[config.mk]
export PLATFORM = sky130hd
export DESIGN_NAME = led_pwm_bank
export DESIGN_NICKNAME = d
export VERILOG_FILES = /design/src/rtl/led_pwm_pkg.sv /design/src/rtl/led_pwm_channel.sv /design/src/rtl/led_pwm_bank.sv
export SDC_FILE = /design/constraint.sdc
export NUM_CORES = 1
export LEC_CHECK = 0
export CORE_AREA = 5 5 239 194
export DETAILED_ROUTE_END_ITERATION = 6
export DIE_AREA = 0 0 244 199
export HOLD_SLACK_MARGIN = 0.12
export PLACE_DENSITY = 0.58
export SKIP_LAST_GASP = 1
export SLEW_MARGIN = 0
export SYNTH_ARGS = -nofsm -noshare
export SYNTH_HDL_FRONTEND = slang
export SYNTH_SLANG_ARGS = --single-unit
[constraint.sdc]
create_clock -name clk -period 9.1 [get_ports clk]
set_input_delay 2.275 -clock clk [delete_from_list [all_inputs] [get_ports clk]]
set_output_delay 2.275 -clock clk [all_outputs]
set_load 0.05 [all_outputs]
[src/rtl/led_pwm_pkg.sv]
// Shared definitions for the LED PWM bank: channel modes, register map and field positions.
package led_pwm_pkg;

   typedef enum logic [1:0] {
      MODE_OFF   = 2'd0,
      MODE_ON    = 2'd1,
      MODE_PWM   = 2'd2,
      MODE_BLINK = 2'd3
   } mode_e;

   localparam int REG_CTRL    = 0;
   localparam int REG_PRESC   = 1;
   localparam int REG_STATUS  = 2;
   localparam int REG_CH_BASE = 4;

   localparam int CTRL_EN  = 0;
   localparam int CTRL_INV = 1;
   localparam int CTRL_IRQ = 2;

   localparam int CH_MODE_LSB = 0;
   localparam int CH_DUTY_LSB = 8;
   localparam int CH_HALF_LSB = 16;

   function automatic logic [31:0] field_mask(input int width, input int lsb);
      return ((32'd1 << width) - 32'd1) << lsb;
   endfunction

endpackage

[src/rtl/led_pwm_channel.sv]
// One LED channel: mode decode, PWM compare against the shared counter, blink counter and phase.
module led_pwm_channel
   import led_pwm_pkg::*;
#(
   parameter int PWM_BITS   = 8,
   parameter int BLINK_BITS = 8
) (
   input  logic                clk,
   input  logic                reset_n,
   input  logic [PWM_BITS-1:0] pwm_cnt,
   input  logic                period_end,
   input  logic [31:0]         cfg,
   input  logic                cfg_wr,
   output logic                chan_out
);

   localparam logic [31:0] USED_MASK = field_mask(2, CH_MODE_LSB)
                                     | field_mask(PWM_BITS, CH_DUTY_LSB)
                                     | field_mask(BLINK_BITS, CH_HALF_LSB);

   mode_e                 mode;
   logic [PWM_BITS-1:0]   duty;
   logic [BLINK_BITS-1:0] half;
   logic [BLINK_BITS-1:0] half_eff;
   logic [BLINK_BITS-1:0] blink_cnt;
   logic [BLINK_BITS-1:0] cnt_inc;
   logic                  blink_phase;
   logic                  unused_cfg;

   assign mode       = mode_e'(cfg[CH_MODE_LSB +: 2]);
   assign duty       = cfg[CH_DUTY_LSB +: PWM_BITS];
   assign half       = cfg[CH_HALF_LSB +: BLINK_BITS];
   assign unused_cfg = ^(cfg & ~USED_MASK);

   // a half-period of 0 behaves like 1 so the blink never stalls
   assign half_eff = (half == '0) ? BLINK_BITS'(1) : half;
   assign cnt_inc  = blink_cnt + 1'b1;

   always_ff @(posedge clk) begin
      if (!reset_n) begin
         blink_cnt   <= '0;
         blink_phase <= 1'b1;
      end else if (cfg_wr) begin
         blink_cnt   <= '0;
         blink_phase <= 1'b1;
      end else if (mode == MODE_BLINK && period_end) begin
         if (cnt_inc == half_eff) begin
            blink_cnt   <= '0;
            blink_phase <= ~blink_phase;
         end else begin
            blink_cnt <= cnt_inc;
         end
      end
   end

   always_comb begin
      chan_out = 1'b0;
      case (mode)
         MODE_OFF:   chan_out = 1'b0;
         MODE_ON:    chan_out = 1'b1;
         MODE_PWM:   chan_out = (pwm_cnt < duty);
         MODE_BLINK: chan_out = blink_phase;
         default:    chan_out = 1'b0;
      endcase
   end

endmodule

[src/rtl/led_pwm_bank.sv]
// Avalon-MM LED controller with per-channel off/on/PWM/blink modes.
// Define LEDPWM_IRQ_EN to add the period interrupt (STATUS pending bit and irq port).
module led_pwm_bank
   import led_pwm_pkg::*;
#(
   parameter int NUM_CH     = 8,
   parameter int ADDR_W     = 4,
   parameter int PWM_BITS   = 8,
   parameter int PRESC_BITS = 16,
   parameter int BLINK_BITS = 8
) (
   input  logic              clk,
   input  logic              reset_n,
   input  logic [ADDR_W-1:0] avs_address,
   input  logic              avs_read,
   input  logic              avs_write,
   input  logic [31:0]       avs_writedata,
   output logic [31:0]       avs_readdata,
   output logic              avs_readdatavalid,
   output logic [NUM_CH-1:0] led_out
`ifdef LEDPWM_IRQ_EN
   ,
   output logic              irq
`endif
);

   localparam logic [31:0] CH_MASK = field_mask(2, CH_MODE_LSB)
                                   | field_mask(PWM_BITS, CH_DUTY_LSB)
                                   | field_mask(BLINK_BITS, CH_HALF_LSB);

   logic [2:0]            ctrl;
   logic [PRESC_BITS-1:0] presc;
   logic [PRESC_BITS-1:0] presc_cnt;
   logic [PWM_BITS-1:0]   pwm_cnt;
   logic [31:0]           ch_reg [NUM_CH];
   logic [NUM_CH-1:0]     ch_wr;
   logic [NUM_CH-1:0]     chan;
   logic                  wr_ctrl;
   logic                  wr_presc;
   logic                  tick;
   logic                  period_end;
   logic [31:0]           rd_mux;
`ifdef LEDPWM_IRQ_EN
   logic                  wr_status;
   logic                  pending;
`endif

   assign wr_ctrl  = avs_write && (avs_address == ADDR_W'(REG_CTRL));
   assign wr_presc = avs_write && (avs_address == ADDR_W'(REG_PRESC));
`ifdef LEDPWM_IRQ_EN
   assign wr_status = avs_write && (avs_address == ADDR_W'(REG_STATUS));
`endif

   always_comb begin
      ch_wr = '0;
      for (int i = 0; i < NUM_CH; i++)
         ch_wr[i] = avs_write && (avs_address == ADDR_W'(REG_CH_BASE + i));
   end

   // read mux sees pre-write register values, so a same-cycle read returns old data
   always_comb begin
      rd_mux = '0;
      if (avs_address == ADDR_W'(REG_CTRL))
         rd_mux = {29'd0, ctrl};
      else if (avs_address == ADDR_W'(REG_PRESC))
         rd_mux = 32'(presc);
`ifdef LEDPWM_IRQ_EN
      else if (avs_address == ADDR_W'(REG_STATUS))
         rd_mux = {31'd0, pending};
`endif
      for (int i = 0; i < NUM_CH; i++)
         if (avs_address == ADDR_W'(REG_CH_BASE + i))
            rd_mux = ch_reg[i];
   end

   always_ff @(posedge clk) begin
      if (!reset_n) begin
         ctrl              <= '0;
         presc             <= '0;
         avs_readdata      <= '0;
         avs_readdatavalid <= 1'b0;
         for (int i = 0; i < NUM_CH; i++)
            ch_reg[i] <= '0;
      end else begin
         if (wr_ctrl)
            ctrl <= avs_writedata[2:0];
         if (wr_presc)
            presc <= avs_writedata[PRESC_BITS-1:0];
         for (int i = 0; i < NUM_CH; i++)
            if (ch_wr[i])
               ch_reg[i] <= avs_writedata & CH_MASK;
         avs_readdatavalid <= avs_read;
         if (avs_read)
            avs_readdata <= rd_mux;
      end
   end

   // prescaler down-counter: tick on terminal count, giving a PRESC+1 clock period
   assign tick       = (presc_cnt == '0);
   assign period_end = tick && (pwm_cnt == '1);

   always_ff @(posedge clk) begin
      if (!reset_n) begin
         presc_cnt <= '0;
         pwm_cnt   <= '0;
      end else begin
         if (wr_presc)
            presc_cnt <= avs_writedata[PRESC_BITS-1:0];
         else if (tick)
            presc_cnt <= presc;
         else
            presc_cnt <= presc_cnt - 1'b1;
         if (tick)
            pwm_cnt <= pwm_cnt + 1'b1;
      end
   end

   for (genvar g = 0; g < NUM_CH; g++) begin : g_ch
      led_pwm_channel #(
         .PWM_BITS   (PWM_BITS),
         .BLINK_BITS (BLINK_BITS)
      ) u_ch (
         .clk        (clk),
         .reset_n    (reset_n),
         .pwm_cnt    (pwm_cnt),
         .period_end (period_end),
         .cfg        (ch_reg[g]),
         .cfg_wr     (ch_wr[g]),
         .chan_out   (chan[g])
      );
   end

   always_ff @(posedge clk) begin
      if (!reset_n)
         led_out <= '0;
      else
         led_out <= ({NUM_CH{ctrl[CTRL_EN]}} & chan) ^ {NUM_CH{ctrl[CTRL_INV]}};
   end

`ifdef LEDPWM_IRQ_EN
   // a new period end outranks a simultaneous write-1-to-clear
   always_ff @(posedge clk) begin
      if (!reset_n) begin
         pending <= 1'b0;
         irq     <= 1'b0;
      end else begin
         if (period_end && ctrl[CTRL_IRQ])
            pending <= 1'b1;
         else if (wr_status && avs_writedata[0])
            pending <= 1'b0;
         irq <= pending & ctrl[CTRL_IRQ];
      end
   end
`endif

endmodule

=== Yosys cells after proc, flatten, opt, wreduce, memory -nomap -nowiden ===
Memory sizes are Yosys's and may differ from the RTL's.
Cells that the tools add are included.

* Output and inout bits: 41
* Input bits: 40
* Memories kept: 1
* RAM bits: 144
* Logic and storage cells: 225
* Register bits: 156

{| class="wikitable"
|+ Memories
! name !! depth !! bits a word !! read ports !! clocked after memory_dff !! wr ports !! line !! RTL
|-
| ch_reg || 8 || 18 || 8 || 0 || 8 || led_pwm_bank.sv:35 || <nowiki>logic [31:0] ch_reg [NUM_CH];</nowiki>
|}

* Reductions and logical operators: 53
* Add/sub/neg operators: 10
* Muxes and demuxes: 69
* Equality and inequality tests: 42
* Bitwise gates (word level): 19
* Magnitude comparators: 8

{| class="wikitable"
|+ Operators by type and width
! cell !! count
|-
| 32-bit 2-to-1 mux || 9
|-
| 18-bit 2-to-1 mux || 8
|-
| 8-bit 2-to-1 mux || 16
|-
| 8-bit by 1-bit adder with 8-bit output (second input constant) || 9
|-
| 8-bit == test || 8
|-
| 8-bit logical NOT || 8
|-
| 8-bit less-than comparator || 8
|-
| 16-bit 2-to-1 mux || 3
|-
| 2-bit == test (second input constant) || 16
|-
| 1-bit one-hot mux with 4 select lines || 8
|-
| 1-bit 2-to-1 mux || 25
|-
| 1-bit logical AND || 19
|-
| 2-bit by 1-bit == test with 1-bit output (second input constant) || 8
|-
| 4-bit by 3-bit == test with 1-bit output (second input constant) || 4
|-
| 4-bit == test (second input constant) || 4
|-
| 16-bit logical NOT || 1
|-
| 2-bit logical NOT || 8
|-
| 2-bit AND reduction || 8
|-
| 2-bit OR reduction || 8
|-
| 16-bit by 1-bit subtractor with 16-bit output (second input constant) || 1
|-
| 1-bit inverter || 9
|-
| 8-bit AND || 1
|-
| 8-bit == test (second input constant) || 1
|-
| 1-bit bitwise OR || 8
|-
| other kinds (3) || 3
|}

=== Logic depth before layout (Yosys ltp) ===
Gate-level depths: netlist of the first run.

* Depth in word-level cells: 11
* Gate-level depth with buffers: 11
* Gate-level depth less buffers: 9

=== Modules after synthesis ===
Synthesis of the first run repeated with hierarchy kept, for this count alone.

* Cell total of the unflattened synthesis: 1965
* Area total of the unflattened synthesis: 17463.0 µm²

{| class="wikitable"
|+ Modules (own cells, without submodules)
! module !! seq. area each (µm²) !! area an instance (µm²) !! cells each !! instances
|-
| led_pwm_bank || 5845.6 || 9955.8 || 941 || 1
|-
| led_pwm_channel || 180.2 || 938.4 || 128 || 8
|}

=== Worst setup path before layout of the first run ===
OpenSTA, ideal clock, no wires.

* Path kind: input to register
* From: in avs_address[2]
* To: reg g_ch[3].u_ch.blink_cnt[2]
* Data required time: 8.978 ns
* Arrival: 4.600 ns
* Path buffers: 3
* Slack: 4.378 ns
* Setup time: 0.122 ns
* Stages on the path: 8
* Cell sequence: clkbuf_1 -> nor2b_1 -> clkbuf_1 -> nand4_1 -> nand2_1 -> clkbuf_1 -> nor2_1 -> a221o_1

* Longest elaborated chain between the ends: 3

{| class="wikitable"
|+ RTL lines
! item !! line !! RTL
|-
| from (decl) || led_pwm_bank.sv:14 || <nowiki>input logic [ADDR_W-1:0] avs_address,</nowiki>
|-
| 4-bit by 3-bit == test with 1-bit output || led_pwm_bank.sv:57 || <nowiki>ch_wr[i] = avs_write && (avs_address == ADDR_W'(REG_CH_BASE + i));</nowiki>
|-
| 1-bit logical AND || led_pwm_bank.sv:57 ||
|-
| 2-bit OR reduction (no line) || n/a ||
|-
| to (signal assigned) || led_pwm_channel.sv:51 || <nowiki>blink_cnt <= cnt_inc;</nowiki>
|-
| to (decl) || led_pwm_channel.sv:25 || <nowiki>logic [BLINK_BITS-1:0] blink_cnt;</nowiki>
|}

No other way between the ends.
A chain may end at the register's enable or synchronous reset.

=== Worst setup path in the final report of the first run ===
* From: in avs_address[2]
* To: reg g_ch[1].u_ch.blink_cnt[3]

* Longest elaborated chain between the ends: 3

{| class="wikitable"
|+ RTL lines
! item !! line
|-
| 4-bit by 3-bit == test with 1-bit output || led_pwm_bank.sv:57
|-
| 1-bit logical AND || led_pwm_bank.sv:57
|-
| 2-bit OR reduction (no line) || n/a
|-
| to (signal assigned) || led_pwm_channel.sv:51
|-
| to (decl) || led_pwm_channel.sv:25
|}

No other way between the ends.

==> results of run 1 <==
-- cell families (layout without fill, tap and decap cells) --
kind of cell | count (synthesis) | count (layout)
AOI/OAI and AO/OA | 423 | 423
xor gates and xnor gates | 104 | 104
adders and majority gates | 67 | 67
buffers and inverters | 201 | 244
DFF | 292 | 292
muxes | 28 | 28
other | 1 | 9
and+or+nand+nor | 695 | 695
-- cells in the final DEF (no fill, tap or decap), drive strengths merged, types with 41 or more instances in the layout --
cell / synthesis / final
edfxtp: 144 / 144
o21ai: 90 / 90
clkbuf: 83 / 45
nand3: 59 / 59
dfxtp: 148 / 148
xnor2: 71 / 71
clkdlybuf4s50: 0 / 62
ha: 67 / 67
nor3: 41 / 41
inv: 98 / 100
nand2: 196 / 196
a21oi: 99 / 99
nor2: 179 / 179
-- cell type report --
class / instances / area (um^2) / area share, %
timing repair buffer: 83 / 773.2 / 4.164
antenna: 1 / 2.502 / 0.01348
tap: 568 / 710.7 / 3.827
sequential: 292 / 7287 / 39.24
inverter: 101 / 379.1 / 2.042
clock inverter: 15 / 112.6 / 0.6064
clock buffer: 45 / 973.4 / 5.242
multi-input combinational: 1325 / 8330 / 44.86
-- worst max path at each step --
stage	start	end	slack (ns)
3_5_place_dp	avs_address[2]	g_ch[1].u_ch.blink_cnt[3]	2.66
2_1_floorplan	avs_address[2]	g_ch[3].u_ch.blink_cnt[2]	4.38
3_3_place_gp	avs_address[2]	g_ch[1].u_ch.blink_cnt[5]	2.81
5_1_grt	avs_address[2]	g_ch[1].u_ch.blink_cnt[3]	2.92
6_report	avs_address[2]	g_ch[1].u_ch.blink_cnt[3]	3.15
4_1_cts	avs_address[2]	g_ch[1].u_ch.blink_cnt[3]	3.20
-- per-layer routing --
layer | wire (um) | global-route usage, %
met2 | 21020 | 29.22
met4 | 1291 | 5.891
met3 | 4444 | 4.984
met1 | 22900 | 29.24
met5 | 0 | 0
-- per-stage QoR --
| stage | std cells | total power (uW) | worst slack [ns] | utilization (%) |
|---|---|---|---|---|
| final | 2430 | 3488 | 3.153 | 42.34 |
| after global routing | 2430 | 3632 | 2.917 | 42.34 |
| after CTS | 2429 | 3513 | 3.196 | 42.33 |
| after detailed placement | 2369 | 2151 | 2.660 | 39.86 |
| after global placement | 2369 | 2140 | 2.809 | 39.86 |
| after floorplan | 1818 | 1974 | 4.378 | - |
-- power breakdown --
part / internal, uW / switching [uW] / total (uW)
Sequential: 1470 / 97.1 / 1560
Clock: 783 / 574 / 1360
Combinational: 223 / 343 / 567
-- critical path: cells and delay by family --
kind                   cells  cell delay, ns
and+or+nand+nor            5            2.72
buffers and inverters      4            1.20
AOI/OAI and AO/OA          1            0.15
==> out/results.tsv, run 1 <==
stage	metric	value	unit
global_route	groute.usage.overall	19.96	%
clock_tree	ctsRootBufferMaster	sky130_fd_sc_hd__clkbuf_16	
floorplan	die_width	244	um
placement	routabilityCongestion	0.8822	
setup_path	critical_path.cell_chain	clkdlybuf4s50_1 -> buf_4 -> nor2b_1 -> nand3_1 -> nand2_1 -> buf_4 -> inv_1 -> and3_1 -> o21ai_0 -> nand2_1	
sta	hold_vio_cnt_final	0	
worst_hold_path	worst_hold_path.endpoint	ctrl[2]	
setup_path	ff2ff_path_depth	8	
sta	setup_viol	0	
floorplan	core-area	43860	um^2
placement	post-dp-hpwl	35.68	mm
synth	synth_cell_types	76	
setup_path	worst_ep_required_time	9.52	ns
sta	period_needed	5.947	ns
drt	first_pass_iters	5	
finish	final_design_area_no_fill	18570	um^2
sta	rsz0062_at_grt	false	
synth	post-synth-top-area-fraction	26.38	%
synth	synth_commonest_cells	196 x sky130_fd_sc_hd__nand2_1, 179 x sky130_fd_sc_hd__nor2_1, 148 x sky130_fd_sc_hd__dfxtp_1	
global_route	antenna_found_initial	2	
clock_tree	cts.repair_timing.setup_buffer_count	0	
sta	max_slew.worst_pin.slew	1.167	ns
worst_hold_path	min-delay-start	ctrl[2]	
synth	synth_simple_gate_area_share	20.69	%
synth	syn-instance-count	1811	
synth	yosysMostFrequentCell	sky130_fd_sc_hd__nand2_1	
worst_hold_path	timing.hold.worst_path_depth	2	
clock_tree	cts-hold-fix-buffers	0	
drt	drc	0	
drt	final_antenna_net_count	0	
clock_tree	cts.sink_count	292	
placement	io_buffer_count	64	
setup_path	reg2reg_start	presc_cnt[11]	
synth	largest_family_of_logic_cells_by_synthesized_area	simple AND/OR/NAND/NOR gates	
pwr	vdd_drop_max	0.1076	mV
synth	muxShareOfSynthArea	2.397	%
sta	finalSetupTns	0	ns
floorplan	dieArea	48560	um^2
sta	final.period_utilization	65.35	%
setup_path	critPathMaxStageDelay	0.94	ns
finish	largest_register_ffs	144	
finish	design.final.nets	1944	
sta	finalMaxSlewViolations	0	
floorplan	io_pins	81	
floorplan	die_height	199	um
drt	route.detailed.wl_per_inst	20.44	um
synth	seq_area_frac_synth	44.45	%
setup_path	crit_slowest_cell	sky130_fd_sc_hd__nand2_1	
clock_tree	worstSkewPairLatency	0.53	ns
run	cap_violations	0	
setup_path	r2r_end	g_ch[1].u_ch.blink_cnt[6]	
synth	synth_edf_count	144	
synth	synth-main-ff-cell	sky130_fd_sc_hd__dfxtp_1	
synth	synth-seq-cells	292	
pwr	leakagePower	0.006924	uW
synth	synthArstFlopShare	0	%
sta	slew_headroom	21.89	%
setup_path	worst-path-max-fanout	21	
placement	dpl-instance-area	17480	um^2
synth	yosys.area_share.xor_xnor	5.556	%
synth	syn-cell-area	16390	um^2
clock_tree	cts-root-to-sink-buffers	3	
clock_tree	cts-buffers-inserted	34	
synth	synth_adder_area_share	5.114	%
global_route	grt_overflow_total	0	
drt	dr_vias	13860	
floorplan	start_util	37.38	%
clock_tree	clock_pin_slew_reported_for_the_worst_setup_and_hold_paths_after_clock_tree_synthesis	0.06	ns
pwr	power_per_cell_area	187.8	nW/um^2
drt	detail_route.wirelength	49.66	mm
worst_hold_path	hp-class	reg -> reg	
synth	synthesis.area_per_instance	9.052	um^2
clock_tree	clock_tree.htree_level_count	2	
floorplan	fp-row-count	69	
setup_path	regToRegSetupSlack	5.58	ns
global_route	first_global_vias	13020	
synth	synth_compound_area_share	16.88	%
run_status	run_status	completed	
sta	fin_hold_ws	0.4728	ns
setup_path	worst_ep_arrival_time	6.37	ns
drt	drt_iter0_markers	1373	
setup_path	cp-end-kind	register	
global_route	pin_count_of_the_biggest_net_entering_global_routing	70	
synth	synth_area_leaders	sky130_fd_sc_hd__edfxtp_1 26%, sky130_fd_sc_hd__dfxtp_1 18%, sky130_fd_sc_hd__ha_1 5.1%	
finish	layout.filler_cells	4287	
sta	maxClockFrequency	168.2	MHz
setup_path	critical_path_start_end_classification	in -> reg	
synth	synth.largest_area_cell	sky130_fd_sc_hd__edfxtp_1	
finish	layout-drive-gt1-share	6.072	%
synth	ys_warn_count	0	
clock_tree	cts_tree	built	
setup_path	critPathLaunchType	input pin	
clock_tree	cts-resized-gates	0	
sta	clock_skew	0.02086	ns
drt	via_to_cell_ratio	5.703	
finish	area_growth_syn_to_layout	13.27	%
global_route	grt_first_pass_wirelength	76.09	mm
(Power assumes the default switching activity.)
==> inputs of run 2 (changes only) <==
==> constraint.sdc (replaced) <==
create_clock -name clk -period 5.5 [get_ports clk]
set_input_delay 1.375 -clock clk [delete_from_list [all_inputs] [get_ports clk]]
set_output_delay 1.375 -clock clk [all_outputs]
set_load 0.05 [all_outputs]
==> run 2 against run 1 <==
  * Die area unchanged
  * Wire length down 0.54%
  * Largest cell class unchanged
  * Flip-flop and latch count unchanged
  * Hold slack worse by 0.0035 ns
==> out/results.tsv, run 2 (synthesis gave the netlist of run 1 again) <==
stage	metric	value	unit
finish	area_growth_syn_to_layout	14.51	%
clock_tree	cts.repair_timing.setup_buffer_count	0	
setup_path	reg2reg_start	pwm_cnt[4]	
worst_hold_path	timing.hold.worst_path_depth	2	
sta	fin_ws	1.531	ns
setup_path	regToRegSetupSlack	1.63	ns
clock_tree	cts-resized-gates	0	
clock_tree	clock_tree.htree_level_count	2	
finish	design.final.nets	1963	
worst_hold_path	min-delay-start	ctrl[2]	
setup_path	worst-path-max-fanout	21	
drt	drt_iter0_markers	1468	
placement	post-dp-hpwl	35.85	mm
sta	finalMaxSlewViolations	0	
pwr	leakagePower	0.007027	uW
setup_path	worst_ep_required_time	5.91	ns
floorplan	die_height	199	um
setup_path	r2r_end	g_ch[6].u_ch.blink_cnt[4]	
floorplan	core-area	43860	um^2
global_route	grt_first_pass_wirelength	76.75	mm
finish	seqCellArea	7287	um^2
drt	route.detailed.wl_per_inst	20.16	um
drt	via_to_cell_ratio	5.637	
setup_path	cp-end-kind	register	
sta	hold_vio_cnt_final	0	
drt	first_pass_iters	6	
drt	drc	0	
clock_tree	worstSkewPairLatency	0.54	ns
global_route	first_global_vias	13030	
worst_hold_path	worst_hold_path.endpoint	ctrl[2]	
drt	detail_route.wirelength	49.39	mm
clock_tree	cts_tree	built	
clock_tree	cts.sink_count	292	
finish	largest_register_ffs	144	
setup_path	startpoint	avs_address[1]	
finish	layout.filler_cells	4198	
sta	period_needed	3.969	ns
setup_path	worst_ep_arrival_time	4.38	ns
sta	max_slew.worst_pin.slew	1.208	ns
finish	layout.cells.most_common	sky130_fd_sc_hd__nand2_1	
global_route	groute.usage.overall	19.94	%
sta	rsz0062_at_grt	false	
sta	finalSetupTns	0	ns
run_status	run_status	completed	
placement	io_buffer_count	64	
drt	dr_vias	13810	
sta	slew_headroom	18.88	%
pwr	vdd_drop_max	0.1725	mV
placement	placement.setup.worst_slack	1.011	ns
sta	setup_viol	0	
floorplan	dieArea	48560	um^2
global_route	grt_overflow_total	0	
sta	clock_skew	0.02601	ns
setup_path	critPathLaunchType	input pin	
floorplan	start_util	37.38	%
sta	final.period_utilization	72.17	%
floorplan	io_pins	81	
clock_tree	cts-buffers-inserted	35	
drt	final_antenna_net_count	0	
clock_tree	ctsRootBufferMaster	sky130_fd_sc_hd__clkbuf_16	
finish	multi_input_comb_area	8330	um^2
finish	mostFrequentLayoutCells	196 x sky130_fd_sc_hd__nand2_1, 179 x sky130_fd_sc_hd__nor2_1, 148 x sky130_fd_sc_hd__dfxtp_1, 144 x sky130_fd_sc_hd__edfxtp_1, 98 x sky130_fd_sc_hd__a21oi_1	
sta	maxClockFrequency	251.9	MHz
clock_tree	cts-hold-fix-buffers	0	
finish	diodes	0	
run	cap_violations	0	
clock_tree	cts-root-to-sink-buffers	3	
global_route	antenna_found_initial	0	
worst_hold_path	hp-class	reg -> reg	
setup_path	ff2ff_path_depth	5	
finish	layout-drive-gt1-share	6.801	%
setup_path	critical_path_start_end_classification	in -> reg	
placement	routabilityCongestion	0.9023	
global_route	pin_count_of_the_biggest_net_entering_global_routing	68	
clock_tree	clock_pin_slew_reported_for_the_worst_setup_and_hold_paths_after_clock_tree_synthesis	0.06	ns
floorplan	die_width	244	um
floorplan	fp-row-count	69	
pwr	power_per_cell_area	315.2	nW/um^2
## run 2: worst max-delay path by stage
stage	to	slack, ns	cells past startpoint
final	g_ch[2].u_ch.blink_cnt[4]	1.53	11
after floorplan	g_ch[3].u_ch.blink_cnt[3]	1.68	8
after global placement	g_ch[2].u_ch.blink_cnt[4]	1.07	11
after CTS	g_ch[2].u_ch.blink_cnt[4]	1.56	11
after detailed placement	g_ch[2].u_ch.blink_cnt[3]	1.01	11
after global routing	g_ch[2].u_ch.blink_cnt[3]	1.31	11
## run 2: routing by layer
metal | vias to the layer above | wire (um) | track usage [%]
met5 | - | 0 | 0
met4 | 0 | 920 | 4.303
met3 | 62 | 3599 | 3.372
met2 | 493 | 21010 | 29.66
met1 | 6646 | 23860 | 30.51
li1 | 6609 | - | -
## run 2: layout make-up
class | instances | share of cell area [%]
timing repair buffer | 101 | 4.839
multi-input combinational | 1325 | 44.38
tap | 568 | 3.786
clock inverter | 21 | 1.240
inverter | 101 | 2.020
clock buffer | 42 | 4.919
sequential | 292 | 38.82
## run 2: worst max-delay path: stages
cell and delay (ns):
sky130_fd_sc_hd__clkdlybuf4s50_1 0.70, sky130_fd_sc_hd__clkinv_1 0.39, sky130_fd_sc_hd__nor2_1 0.40, sky130_fd_sc_hd__nand3_1 0.12
sky130_fd_sc_hd__buf_4 0.23, sky130_fd_sc_hd__and2_1 0.29, sky130_fd_sc_hd__inv_1 0.09, sky130_fd_sc_hd__buf_4 0.30
sky130_fd_sc_hd__nor2_1 0.18, sky130_fd_sc_hd__a31oi_1 0.19, sky130_fd_sc_hd__o22ai_1 0.09
## run 2: where the power goes
group          leakage, uW  total, uW  switching, uW  internal (uW)
Clock             0.000555       2380            981           1400
Sequential         0.00258       2590            162           2430
Combinational      0.00389        950            574            376
## run 2: through the flow
| step | hold slack (ns) | cells | area [um^2] | power (uW) | utilization, % |
|---|---|---|---|---|---|
| finish | 0.4693 | 2450 | 18770 | 5917 | 42.80 |
| global route | 0.5066 | 2450 | 18770 | 6176 | 42.80 |
| detailed placement | 0.4641 | 2387 | 17620 | 3565 | 40.17 |
| global placement | 0.4565 | 2387 | 17620 | 3543 | 40.17 |
| floorplan | 0.4437 | 1818 | 16420 | 3266 | - |
| CTS | 0.4723 | 2450 | 18770 | 5957 | 42.80 |
==> inputs of run 3 (changes only) <==
==> constraint.sdc (replaced) <==
create_clock -name clk -period 3.8 [get_ports clk]
set_input_delay 0.95 -clock clk [delete_from_list [all_inputs] [get_ports clk]]
set_output_delay 0.95 -clock clk [all_outputs]
set_load 0.05 [all_outputs]
==> run 3 against run 2 <==
  * Setup slack lost 0.76 ns
  * Combinational power grew 51%
  * Critical path depth shrank 3
  * Non-clock buffer count grew 24
  * Wire length grew 0.47%
  * Largest cell class unchanged
==> out/results.tsv, run 3 (synthesis gave the netlist of run 1 again) <==
stage	metric	value	unit
run_status	run_status	completed	
clock_tree	worstSkewPairLatency	0.53	ns
placement	routabilityCongestion	0.8951	
clock_tree	cts-resized-gates	0	
drt	final_antenna_net_count	0	
finish	layout-drive-gt1-share	8.023	%
clock_tree	cts.repair_timing.setup_buffer_count	0	
finish	largest_register_ffs	144	
pwr	leakagePower	0.007164	uW
sta	setup_viol	0	
setup_path	regToRegSetupSlack	0.77	ns
finish	diodes	0	
clock_tree	cts.sink_count	292	
clock_tree	cts_tree	built	
global_route	first_global_vias	13170	
floorplan	core-area	43860	um^2
sta	finalMaxSlewViolations	0	
setup_path	critPathMaxStageDelay	0.70	ns
setup_path	cp_num_buf_inv	0	
placement	io_buffer_count	64	
sta	maxClockFrequency	329.7	MHz
finish	final_core_util	43.24	%
sta	finalSetupTns	0	ns
finish	mostFrequentLayoutCells	196 x sky130_fd_sc_hd__nand2_1, 179 x sky130_fd_sc_hd__nor2_1, 148 x sky130_fd_sc_hd__dfxtp_1, 144 x sky130_fd_sc_hd__edfxtp_1, 98 x sky130_fd_sc_hd__a21oi_1	
placement	placed_cells	2411	
floorplan	die_height	199	um
clock_tree	cts-hold-fix-buffers	0	
sta	final.period_utilization	79.83	%
drt	via_to_cell_ratio	5.635	
pwr	power_per_cell_area	451.1	nW/um^2
floorplan	start_util	37.38	%
setup_path	worst-path-max-fanout	15	
setup_path	critical_path.cell_chain	ha_1 -> nand3_1 -> or2_2 -> or4_1 -> or4_1 -> a21oi_1 -> a21oi_1 -> nor2_1	
floorplan	die_width	244	um
setup_path	crit_slowest_cell	sky130_fd_sc_hd__or4_1	
finish	finalNonFillerCells	2475	
setup_path	cp-end-kind	register	
sta	clock_skew	0.01333	ns
floorplan	fp-row-count	69	
global_route	pin_count_of_the_biggest_net_entering_global_routing	44	
finish	area_growth_syn_to_layout	15.67	%
clock_tree	cts-root-to-sink-buffers	3	
clock_tree	clock_tree.htree_level_count	2	
finish	design.final.nets	1987	
clock_tree	ctsRootBufferMaster	sky130_fd_sc_hd__clkbuf_16	
sta	max_slew.worst_pin.slew	0.7940	ns
global_route	groute.usage.overall	20.01	%
setup_path	crit_family	simple AND/OR/NAND/NOR gates	
setup_path	worst_ep_arrival_time	3.49	ns
setup_path	worst_ep_required_time	4.26	ns
global_route	grt_overflow_total	0	
clock_tree	clock_pin_slew_reported_for_the_worst_setup_and_hold_paths_after_clock_tree_synthesis	0.06	ns
drt	detail_route.wirelength	49.63	mm
floorplan	io_pins	81	
global_route	grt_first_pass_wirelength	76.94	mm
worst_hold_path	hp-class	reg -> reg	
clock_tree	cts-buffers-inserted	35	
placement	post-dp-hpwl	36.63	mm
setup_path	critPathLaunchType	register	
sta	slew_headroom	46.61	%
drt	route.detailed.wl_per_inst	20.05	um
sta	period_needed	3.033	ns
sta	fin_hold_ws	0.4687	ns
drt	dr_vias	13950	
run	cap_violations	0	
sta	hold_vio_cnt_final	0	
finish	layout.cells.most_common	sky130_fd_sc_hd__nand2_1	
drt	first_pass_iters	6	
sta	rsz0062_at_grt	false	
drt	drc	0	
global_route	antenna_found_initial	0	
drt	drt_iter0_markers	1318	
setup_path	critical_path_start_end_classification	reg -> reg	
pwr	vdd_drop_max	0.2716	mV
floorplan	dieArea	48560	um^2
[run 3: routing by layer]
| metal | part of all wire [%] | routed length, um | global-route usage [%] |
|---|---|---|---|
| met5 | 0 | 0 | 0 |
| met2 | 43 | 21150 | 30.17 |
| met3 | 8.3 | 4133 | 4.997 |
| met4 | 1.4 | 715 | 3.614 |
| met1 | 48 | 23630 | 29.55 |
[run 3: worst reg2reg max path, stage by stage, from the launching register on]
cell                      delay [ns]
sky130_fd_sc_hd__dfxtp_1        0.64
sky130_fd_sc_hd__ha_1           0.30
sky130_fd_sc_hd__nand3_1        0.08
sky130_fd_sc_hd__or2_2          0.50
sky130_fd_sc_hd__or4_1          0.71
sky130_fd_sc_hd__or4_1          0.45
sky130_fd_sc_hd__a21oi_1        0.13
sky130_fd_sc_hd__a21oi_1        0.05
sky130_fd_sc_hd__nor2_1         0.10
[run 3: where the power goes]
group | internal (uW) | switching (uW)
combinational | 575 | 852
sequential | 3510 | 241
clock | 1990 | 1380
total | 6080 | 2480
[run 3: path summary, 6_finish.rpt]
kind / from / endpoint / cells past startpoint
worst max-delay path: pwm_cnt[0] / g_ch[7].u_ch.blink_cnt[6] / 8
worst min-delay path: ctrl[2] / ctrl[2] / 2
worst max register to register: pwm_cnt[0] / g_ch[7].u_ch.blink_cnt[6] / 8
worst min register to register: ctrl[2] / ctrl[2] / 2
[run 3: layout make-up]
| type | instances | area [um^2] |
|---|---|---|
| Fill cell | 4297 | 24900 |
| Multi-Input combinational cell | 1325 | 8330 |
| Sequential cell | 292 | 7287 |
| Timing Repair Buffer | 125 | 1114 |
| Clock buffer | 44 | 950.9 |
| Tap cell | 568 | 710.7 |
| Inverter | 101 | 379.1 |
| Clock inverter | 20 | 190.2 |
[run 3: metrics by stage]
step                setup slack [ns]  cell area, um^2  total power (uW)
floorplan                     0.4026            16420              4727
global placement              0.3273            17820              5183
detailed placement            0.3015            17820              5218
CTS                           0.8077            18960              8610
global route                  0.5544            18960              8946
finish                        0.7666            18960              8553
